[config.mk]
export PLATFORM = sky130hd
export DESIGN_NAME = line_sequencer
export DESIGN_NICKNAME = d
export VERILOG_FILES = /design/src/rtl/line_sequencer.sv
export SDC_FILE = /design/constraint.sdc
export NUM_CORES = 1
export LEC_CHECK = 0
export CAP_MARGIN = 20
export CELL_PAD_IN_SITES_DETAIL_PLACEMENT = 1
export CELL_PAD_IN_SITES_GLOBAL_PLACEMENT = 1
export CORE_UTILIZATION = 36
export DETAILED_ROUTE_END_ITERATION = 12
export PLACE_DENSITY_LB_ADDON = 0.25
export SETUP_SLACK_MARGIN = 0.2
export SLEW_MARGIN = 30
export SYNTH_ARGS = -nofsm -noshare
export SYNTH_HDL_FRONTEND = slang
export SYNTH_SLANG_ARGS = --single-unit
[constraint.sdc]
create_clock -name clk -period 1.7 [get_ports clk]
set_input_delay 0.34 -clock clk [delete_from_list [all_inputs] [get_ports clk]]
set_output_delay 0.34 -clock clk [all_outputs]
set_load 0.005 [all_outputs]
[src/rtl/line_sequencer.sv]
// Line sequencer: walks a line-pointer table in shared memory and streams each
// line's character pairs through a valid/ready port, one memory request per state.
module line_sequencer #(
  parameter logic [7:0] PTR_BASE = 8'hE0
) (
  input  logic        clk,
  input  logic        rst,
  input  logic        start,
  input  logic        abort,
  input  logic [7:0]  first_line,
  input  logic [7:0]  num_lines,
  output logic        busy,
  output logic        done,
  output logic [7:0]  mem_addr,
  input  logic [15:0] mem_dout,
  output logic        out_valid,
  input  logic        out_ready,
  output logic [7:0]  out_lhs,
  output logic [7:0]  out_rhs,
  output logic        out_last,
  output logic        line_done
);

  localparam logic [2:0] S_IDLE      = 3'd0;
  localparam logic [2:0] S_PTR       = 3'd1;
  localparam logic [2:0] S_PTR_WAIT  = 3'd2;
  localparam logic [2:0] S_CHAR      = 3'd3;
  localparam logic [2:0] S_CHAR_WAIT = 3'd4;
  localparam logic [2:0] S_EMIT      = 3'd5;
  localparam logic [2:0] S_LINE_END  = 3'd6;
  localparam logic [2:0] S_DONE      = 3'd7;

  logic [2:0] state_q,      state_d;
  logic [7:0] cur_line_q,   cur_line_d;
  logic [7:0] lines_left_q, lines_left_d;
  logic [7:0] char_addr_q,  char_addr_d;
  logic [7:0] chars_left_q, chars_left_d;
  logic       out_valid_q,  out_valid_d;
  logic [7:0] out_lhs_q,    out_lhs_d;
  logic [7:0] out_rhs_q,    out_rhs_d;
  logic       out_last_q,   out_last_d;

  logic start_accept;
  assign start_accept = (state_q == S_IDLE) && start && !abort && !rst;

  // busy also covers the cycle in which start is accepted.
  assign busy      = (state_q != S_IDLE) || start_accept;
  assign done      = (state_q == S_DONE)     && !abort && !rst;
  assign line_done = (state_q == S_LINE_END) && !abort && !rst;

  always_comb begin
    unique case (state_q)
      S_PTR:   mem_addr = PTR_BASE + cur_line_q;
      S_CHAR:  mem_addr = char_addr_q;
      default: mem_addr = 8'hFF;
    endcase
  end

  assign out_valid = out_valid_q;
  assign out_lhs   = out_lhs_q;
  assign out_rhs   = out_rhs_q;
  assign out_last  = out_last_q;

  // NOTE: every _d gets its hold value first so no path through the case infers a latch.
  always_comb begin
    state_d      = state_q;
    cur_line_d   = cur_line_q;
    lines_left_d = lines_left_q;
    char_addr_d  = char_addr_q;
    chars_left_d = chars_left_q;
    out_valid_d  = out_valid_q;
    out_lhs_d    = out_lhs_q;
    out_rhs_d    = out_rhs_q;
    out_last_d   = out_last_q;

    unique case (state_q)
      S_IDLE: begin
        if (start_accept) begin
          cur_line_d   = first_line;
          lines_left_d = num_lines;
          state_d      = (num_lines == 8'd0) ? S_DONE : S_PTR;
        end
      end
      S_PTR: state_d = S_PTR_WAIT;
      S_PTR_WAIT: begin
        char_addr_d  = mem_dout[7:0];
        chars_left_d = mem_dout[15:8];
        state_d      = (mem_dout[15:8] == 8'd0) ? S_LINE_END : S_CHAR;
      end
      S_CHAR: state_d = S_CHAR_WAIT;
      S_CHAR_WAIT: begin
        out_lhs_d   = mem_dout[15:8];
        out_rhs_d   = mem_dout[7:0];
        out_valid_d = 1'b1;
        out_last_d  = (chars_left_q == 8'd1);
        state_d     = S_EMIT;
      end
      S_EMIT: begin
        if (out_ready) begin
          out_valid_d  = 1'b0;
          char_addr_d  = char_addr_q + 8'd1;
          chars_left_d = chars_left_q - 8'd1;
          state_d      = (chars_left_q == 8'd1) ? S_LINE_END : S_CHAR;
        end
      end
      S_LINE_END: begin
        cur_line_d   = cur_line_q + 8'd1;
        lines_left_d = lines_left_q - 8'd1;
        state_d      = (lines_left_q == 8'd1) ? S_DONE : S_PTR;
      end
      S_DONE:  state_d = S_IDLE;
      default: state_d = S_IDLE;
    endcase

    // Abort drops any unaccepted pair; the data registers keep their last values.
    if (abort && (state_q != S_IDLE)) begin
      state_d     = S_IDLE;
      out_valid_d = 1'b0;
    end
  end

  // NOTE: state registers use non-blocking assignments so every flop samples pre-edge values.
  always_ff @(posedge clk) begin
    if (rst) begin
      state_q      <= S_IDLE;
      cur_line_q   <= 8'd0;
      lines_left_q <= 8'd0;
      char_addr_q  <= 8'd0;
      chars_left_q <= 8'd0;
      out_valid_q  <= 1'b0;
      out_lhs_q    <= 8'd0;
      out_rhs_q    <= 8'd0;
      out_last_q   <= 1'b0;
    end else begin
      state_q      <= state_d;
      cur_line_q   <= cur_line_d;
      lines_left_q <= lines_left_d;
      char_addr_q  <= char_addr_d;
      chars_left_q <= chars_left_d;
      out_valid_q  <= out_valid_d;
      out_lhs_q    <= out_lhs_d;
      out_rhs_q    <= out_rhs_d;
      out_last_q   <= out_last_d;
    end
  end

endmodule

==> results.yml <==
layout:
  final_cell_area_mm2: 0.00512
  final_common_cell: "buf_4"
  mostFrequentLayoutCells: "buf_4 (59), nand2_1 (53), dfxtp_1 (31)"
  fillers: 873
  final_util: 0.656
  final_cells: 626
  syn_to_final_growth_pct: 74.0
  n_antenna_cell: 0
  final_nets: 568
  layout-drive-gt1-share: 0.468
setup_path:
  path_depth: 7
  cp_num_buf_inv: 3
  crit_fanout: 5
  critPathLaunchType: "flip-flop"
  path_class: "flip-flop to flip-flop"
  crit_path_end_kind: "flip-flop"
  crit_required_ns: 1.94
  cp_top_family: "compound AO/OA/AOI/OAI gates"
  slowest_stage: "dfxtp_4"
  cp.arrival_ns: 2.05
  startpoint: "state_q[1]$_SDFFE_PP0P_"
  r2r_cells: 7
  path_cells: "buf_2, or3_4, buf_6, o21ai_4, buf_4, a21oi_2, a211oi_2"
  rr_startpoint: "state_q[1]$_SDFFE_PP0P_"
  slowest_delay_ns: 0.40
cts:
  h-tree-depth: 2
  cts.sinks: 53
  cts_tree: "yes"
  clk_pin_slew_ns: 0.11
  cts_made_buffers: 5
  clk_latency_ns: 0.33
  clock_path_buffers: 2
  clock-root-buffer: "clkbuf_8"
floorplanning:
  die_y_um: 92.4
  initial_core_util: 0.377
  io_pins: 66
  placementRows: 32
  die_area_mm2: 0.00854
  die_x_um: 92.4
  coreArea_mm2: 0.00781
synth:
  synthArstFlopShare: 0
  syn_nets: 427
  syn_inst: 382
  yosys.area.top_type: "dfxtp_1"
  synth_ff_type: "dfxtp_1"
  synth_area_leaders: "dfxtp_1 (36%), a21oi_1 (8.7%), nand2_1 (7.9%)"
  syn_area_mm2: 0.00294
  yosys_register_bits: 53
  ys_types: 57
  synth_edf_count: 0
  syn_avg_cell_area_um2: 7.71
  ys_seq_area_frac: 0.360
  synth_top_area_frac: 0.360
  yosysWarnings: 0
timing:
  slew_headroom: 0.552
  final-setup-viol-count: 3
  skew_ns: 0.00880
  slew_violations: 0
  worstMarginPinSlew_ns: 0.665
  rsz0062_at_grt: "true"
  finalHoldViolCount: 0
  setup_ws_ns: -0.111
  timing.final.crit_period_ns: 1.81
  period_share: 1.07
  max_freq_ghz: 0.552
power_and_ir_drop:
  p_sw_mw: 1.10
  p_leak_nw: 2.15
  p_int_mw: 2.11
  power_frac_clock: 0.241
  pwr-share-seq: 0.436
  pwr-share-comb: 0.323
  p_sw_frac: 0.342
  power.density_mw_per_mm2: 626
  ir_drop_v: 0.000367
flow_run:
  drv_cap: 0
global_route:
  grt_max_degree: 25
  track_usage: 0.307
  grt_pass1_wl_mm: 20.2
  antenna_found_initial: 0
  grt_pass1_vias: 3915
  grt-ovfl-total: 0
routing:
  via_count: 3848
  drt-initial-drc-count: 268
  vias_per_cell: 6.15
  drcViolationCount: 0
  totalWireLength_mm: 16.2
  postRouteAntennaNets: 0
  first_pass_iters: 5
  avgRoutedWirePerCell_um: 25.8
placed_design:
  hpwlAfterDp_mm: 7.56
  place_area_mm2: 0.00404
  dp.cells: 578
  dp_worst_setup_slack_ns: -0.392
  portBuffers: 65
  gp_congestion: 0.844
status:
  violations: "setup timing"
  status: "finished with violations"
min_path:
  min_path_type: "flip-flop to flip-flop"
  hold-path-cell-count: 2
  worstHoldStart: "out_lhs[1]$_SDFFE_PP0P_"
## tightest hold or removal path: stages, from the launching register on
cell,delay [ns]
dfxtp_2,0.33
nand2_1,0.05
a21oi_1,0.05
## timing repair
item / in CTS / in global routing
resized for setup: 144 / 128
pin swaps: 42 / 47
setup endpoints to repair: 62 / 73
gates cloned: 4 / 1
hold buffers: 0 / 0
buffers inserted: 16 / 19
## synthesized netlist by cell type, drive strengths merged, types with 9 or more instances
cell type  number
dfxtp          53
nand2          62
clkbuf         12
nor3           10
buf            14
o21ai          30
a211oi          9
nor2           24
inv            12
a21oi          52
## final timing paths
path | slack (ns) | to
min | 0.46 | out_lhs[1]$_SDFFE_PP0P_
max | -0.11 | lines_left_q[6]$_SDFFE_PP0P_
max reg2reg | -0.11 | lines_left_q[6]$_SDFFE_PP0P_
min reg2reg | 0.46 | out_lhs[1]$_SDFFE_PP0P_
## flip-flops by register name, indices dropped and copies added, names as in the netlist
register / flops
lines_left_q: 8
state_q: 3
cur_line_q: 8
char_addr_q: 8
out_rhs: 8
chars_left_q: 8
out_last: 1
out_valid: 1
out_lhs: 8
## routing by layer
layer | GRT usage | part of all wire | vias up
met2 | 0.523 | 0.48 | 198
li1 | - | - | 1672
met4 | 0.126 | 0.050 | 0
met5 | 0 | 0 | -
met3 | 0.0755 | 0.073 | 72
met1 | 0.367 | 0.40 | 1906
## stage by stage
step                      setup TNS (ns)  hold WS, ns  total power, mW
final                             -0.140        0.462             3.21
after global routing              -0.630        0.483             3.31
after floorplan                        0        0.436             1.70
after global placement             -5.54        0.442             2.03
after CTS                       -0.00783        0.464             2.91
after detailed placement           -6.56        0.450             2.06
## layout make-up
cell class	count	area, µm²	area share
multi-input cells	291	2220	0.434
repair buffers	160	1540	0.300
flip-flops and latches	53	1100	0.214
well taps	102	128	0.0249
clock buffers	5	68.8	0.0134
inverters	12	48.8	0.00953
clock inverters	3	22.5	0.00440
## cells by family after synthesis
logic type,Yosys count,share of synthesized area
AND/OR/NAND/NOR,152,0.264
AO/OA/AOI/OAI,125,0.259
flip-flops,53,0.360
buffers and inverters,38,0.0629
adder cells (fa/ha/maj),8,0.0340
multiplexers,4,0.0136
XOR/XNOR,2,0.00595
## power by group through the flow
stage          clock [mW]  sequential (mW)  combinational, mW
3_5_place_dp            0             1.39              0.663
3_3_place_gp            0             1.39              0.641
6_report            0.773             1.40               1.04
4_1_cts             0.763             1.37              0.769
2_1_floorplan           0             1.38              0.319
5_1_grt             0.822             1.41               1.08
(Power assumes the default switching activity.)
==> edit 1 (same flow settings) <==
Make the reset (`rst`) asynchronous in one clocked block.
--- a/src/rtl/line_sequencer.sv
+++ b/src/rtl/line_sequencer.sv
@@ -120,7 +120,7 @@
   end
 
   // NOTE: state registers use non-blocking assignments so every flop samples pre-edge values.
-  always_ff @(posedge clk) begin
+  always_ff @(posedge clk or posedge rst) begin
     if (rst) begin
       state_q      <= S_IDLE;
       cur_line_q   <= 8'd0;
Function: differs if rst is asserted again (counterexample within 4 cycles, from zero or initial values and one cycle with rst high); with rst held inactive, the same outputs for 10 cycles.
==> edit 1 against the original RTL <==
- the run still ends with setup timing left
- register-to-register slack worse by 0.18 ns
- worst setup slack worse by 0.19 ns
- final area rose by 10%
- wire length rose by 16%
- final cell count is 2.4% lower
- synthesized area grew 1.8%
- sequential cell count stayed put
- fmax down 9.6%
- die area rose by 1.8%
Power is not compared: it rests on default switching activity, and its combinational part moved more than twofold at a synthesized area within 25%.
==> edit 1: results (changes against the original RTL) <==
metric	value	unit	change
outcome	finished with violations		
violations	setup timing		
ys.flop_type	dfrtp_1		
critPathArrivalTime	2.23	ns	+0.18 ns
gp_congestion	0.858		+1.7%
ys_top_cells_by_area	dfrtp_1 44%, mux2_2 6.0%, o21ai_0 5.0%		
cp_top_family	simple AND/OR/NAND/NOR gates		
first_iter_violations	253		-5.6%
vias	3932		+2.2%
setup_slack	-0.304	ns	-0.193 ns
first_pass_iters	4		-1
slowest_delay	0.66	ns	+0.26 ns
critPathSlowestCell	nor4_1		
synth-seq-area-share	0.442		+0.0820
crit_path_max_fanout	2		-3
cts_resized	192		+33%
drive_gt1_frac	0.538		+0.0708
worstHoldPathType	in -> async		
maxSlewHeadroom	0.525		-0.0272
fin_nets	553		-2.6%
grt_max_degree	30		+20%
whs	0.306	ns	-0.155 ns
drt-total-wl	18700	µm	+16%
setup_viol	61		+58
dpl-instance-area	4300	µm²	+6.5%
r2r_slack	-0.29	ns	-0.18 ns
post-cts-setup-buffer-count	28		+12
yosysUniqueCellTypes	47		-18%
synth_commonest_cells	53 x dfrtp_1, 32 x nand2_1, 30 x o21ai_0, 22 x nor2_1, 21 x a21oi_1		
## edit 1: stage by stage
stage | setup slack, ns | instances | TNS (ns)
after floorplan | 0.00716 | 326 | 0
after global placement | -0.386 | 539 | -6.82
after detailed placement | -0.474 | 539 | -9.06
after CTS | -0.114 | 583 | -1.28
after global routing | -0.334 | 611 | -9.49
final | -0.304 | 611 | -7.73
## edit 1: cells by family (layout without fill, tap and decap cells)
| kind of cell | Yosys count | in the layout | share of synthesized area |
|---|---|---|---|
| compound gates | 95 | 95 | 0.203 |
| flops | 53 | 53 | 0.442 |
| fa+ha+maj | 8 | 8 | 0.0334 |
| xor+xnor | 2 | 2 | 0.00584 |
| simple gates | 110 | 112 | 0.184 |
| buf+inv | 34 | 215 | 0.0438 |
| mux | 24 | 24 | 0.0868 |
## edit 1: final timing paths
path,endpoint,depth (start not counted),start
max,state_q[2]$_DFFE_PP0P_,5,mem_dout[15]
max reg2reg,state_q[2]$_DFFE_PP0P_,6,state_q[1]$_DFFE_PP0P_
min in group clk,out_rhs[7]$_DFFE_PP0P_,1,out_rhs[7]$_DFFE_PP0P_
max in group asynchronous,state_q[1]$_DFFE_PP0P_,4,rst
min reg2reg,out_rhs[7]$_DFFE_PP0P_,1,out_rhs[7]$_DFFE_PP0P_
min,lines_left_q[0]$_DFFE_PP0P_,3,rst
## edit 1: final cells by class
cell class | count | area (µm²)
sequential | 53 | 1330
clock inverter | 3 | 17.5
clock buffer | 5 | 68.8
timing repair buffer | 190 | 1840
fill | 793 | 2240
tap | 102 | 128
multi-input combinational | 241 | 2190
inverter | 17 | 70.1
## edit 1: layer usage
layer,global-route usage,vias up,part of all wire
met5,0,-,0
met4,0.176,0,0.053
met3,0.0634,84,0.067
met2,0.599,276,0.50
met1,0.430,2001,0.39
li1,-,1571,-
==> edit 2 (same flow settings) <==
Made on the original files. `char_addr_q` no longer has a reset.
--- a/src/rtl/line_sequencer.sv
+++ b/src/rtl/line_sequencer.sv
@@ -125,7 +125,6 @@
       state_q      <= S_IDLE;
       cur_line_q   <= 8'd0;
       lines_left_q <= 8'd0;
-      char_addr_q  <= 8'd0;
       chars_left_q <= 8'd0;
       out_valid_q  <= 1'b0;
       out_lhs_q    <= 8'd0;
@@ -135,7 +134,6 @@
       state_q      <= state_d;
       cur_line_q   <= cur_line_d;
       lines_left_q <= lines_left_d;
-      char_addr_q  <= char_addr_d;
       chars_left_q <= chars_left_d;
       out_valid_q  <= out_valid_d;
       out_lhs_q    <= out_lhs_d;
@@ -144,5 +142,9 @@
     end
   end
 
+  always_ff @(posedge clk) begin
+    char_addr_q <= char_addr_d;
+  end
+
 endmodule
 
Formal check against the unedited RTL: same outputs for any inputs over 10 cycles, from zero or initial values and one cycle with rst high; that may be too few to reach the edited logic, so the function may still have changed.
==> edit 2 against the original RTL <==
- the run still ends with setup timing left
- synthesized area shrank 1.1%
- sequential cell count stayed put
- wire length is 1.5% lower
- worst setup slack got worse by 0.0061 ns
- utilization increased by 2.5 points
- final area up 3.3%
- critical endpoint is now cur_line_q[4]$_SDFFE_PP0P_
- largest cell class unchanged
Power is not compared: it rests on default switching activity, and its combinational part moved more than twofold at a synthesized area within 25%.
==> edit 2: results (changes against the original RTL) <==
metric	value	unit	change
violations	setup timing		
maxSlewHeadroom	0.575		+0.0225
grt_max_degree	45		+80%
antenna_found_initial	0		unchanged
hpwl	7040	µm	-6.9%
grt.total_usage	0.300		-0.00754
skew	0.0169	ns	+0.00806 ns
first_iter_violations	208		-22%
outcome	finished with violations		
synth-seq-area-share	0.392		+0.0314
first_global_vias	3756		-4.1%
synth_commonest_cells	72 x nand2_1, 45 x dfxtp_1, 44 x a21oi_1, 24 x nor2_1, 13 x o21ai_0		
drt-total-wl	15900	µm	-1.5%
pre_cts_slack	-0.360	ns	+0.0322 ns
yosysUniqueCellTypes	54		-5.3%
setup_slack	-0.117	ns	-0.00612 ns
setup_viol	12		+9
grt_pass1_wl	19600	µm	-3.0%
drive_gt1_frac	0.475		+0.00725
via_per_inst	5.96		-3.0%
synth_edf_count	8		+8
gp_congestion	0.778		-7.8%
syn_nets	411		-3.7%
worstHoldPathType	in -> reg		
ys_top_cells_by_area	dfxtp_1 31%, nand2_1 9.3%, edfxtp_1 8.2%		
fin_nets	560		-1.4%
-- edit 2: cell types whose count changed in the layout (fill, tap and decap cells not counted), sizes merged, moves of 5 or more --
cell and change:
a211oi -7, o21ai -7, dlygate4sd2 -6, edfxtp +8, dlymetal6s2s +5, dfxtp -8, nor3 -5, and2 -5
nand2 +11, a21oi -8
-- edit 2: worst paths after layout --
check,slack (ns),startpoint,endpoint,cells past startpoint
worst max-delay path,-0.12,cur_line_q[0]$_SDFFE_PP0P_,cur_line_q[4]$_SDFFE_PP0P_,5
worst max register to register,-0.12,cur_line_q[0]$_SDFFE_PP0P_,cur_line_q[4]$_SDFFE_PP0P_,5
worst min register to register,0.46,out_lhs[2]$_SDFFE_PP0P_,out_lhs[2]$_SDFFE_PP0P_,2
worst min-delay path,0.44,mem_dout[13],out_lhs[5]$_SDFFE_PP0P_,4
-- edit 2: cells by family after synthesis --
logic type | count (synthesis) | share of synthesized area
adders and majority gates | 8 | 0.0344
xor gates and xnor gates | 8 | 0.0241
DFF | 53 | 0.392
AOI/OAI and AO/OA | 103 | 0.217
and+or+nand+nor | 156 | 0.265
muxes | 5 | 0.0172
buffers and inverters | 33 | 0.0511
-- edit 2: worst max-delay path, cell delays in order, from the launching register on --
cell and delay (ns):
dfxtp_1 0.49, ha_1 0.25, and3_1 0.25, nor3b_1 0.51, a21oi_4 0.08, a21oi_2 0.17
-- edit 2: metrics by stage --
step,TNS (ns),util,std cells,instance area (µm²)
finish,-0.493,0.681,618,5290
floorplan,0,-,366,2910
global route,-1.22,0.681,618,5290
CTS,-0.0201,0.589,598,4570
detailed placement,-5.31,0.519,564,4040
global placement,-3.77,0.519,564,4040
-- edit 2: power by group through the flow --
stage          Combinational, mW  Clock, mW  Sequential, mW
2_1_floorplan              0.957          0            1.65
3_3_place_gp                2.01          0            1.68
3_5_place_dp                2.07          0            1.69
4_1_cts                     2.53      0.884            1.69
5_1_grt                     3.64      0.957            1.77
6_report                    3.51      0.905            1.76
-- edit 2: layout make-up --
cell class | count | area (µm²)
tap | 102 | 128
clock buffer | 6 | 72.6
sequential | 53 | 1170
inverter | 10 | 45.0
clock inverter | 2 | 35.0
multi-input combinational | 280 | 2190
fill | 849 | 2470
timing repair buffer | 165 | 1650
-- edit 2: layer usage --
metal | routed length, µm | global-route usage
met5 | 0 | 0
met4 | 870 | 0.135
met3 | 739 | 0.0473
met2 | 8170 | 0.558
met1 | 6160 | 0.331
-- edit 2: repair_timing --
item                                    4_1_cts  5_1_grt
gates resized for setup                     147      140
endpoints found under the setup margin       67       82
pin swaps                                    28       51
hold endpoints to repair                      0        0
buffers inserted                             25       17
cloned                                        1        3
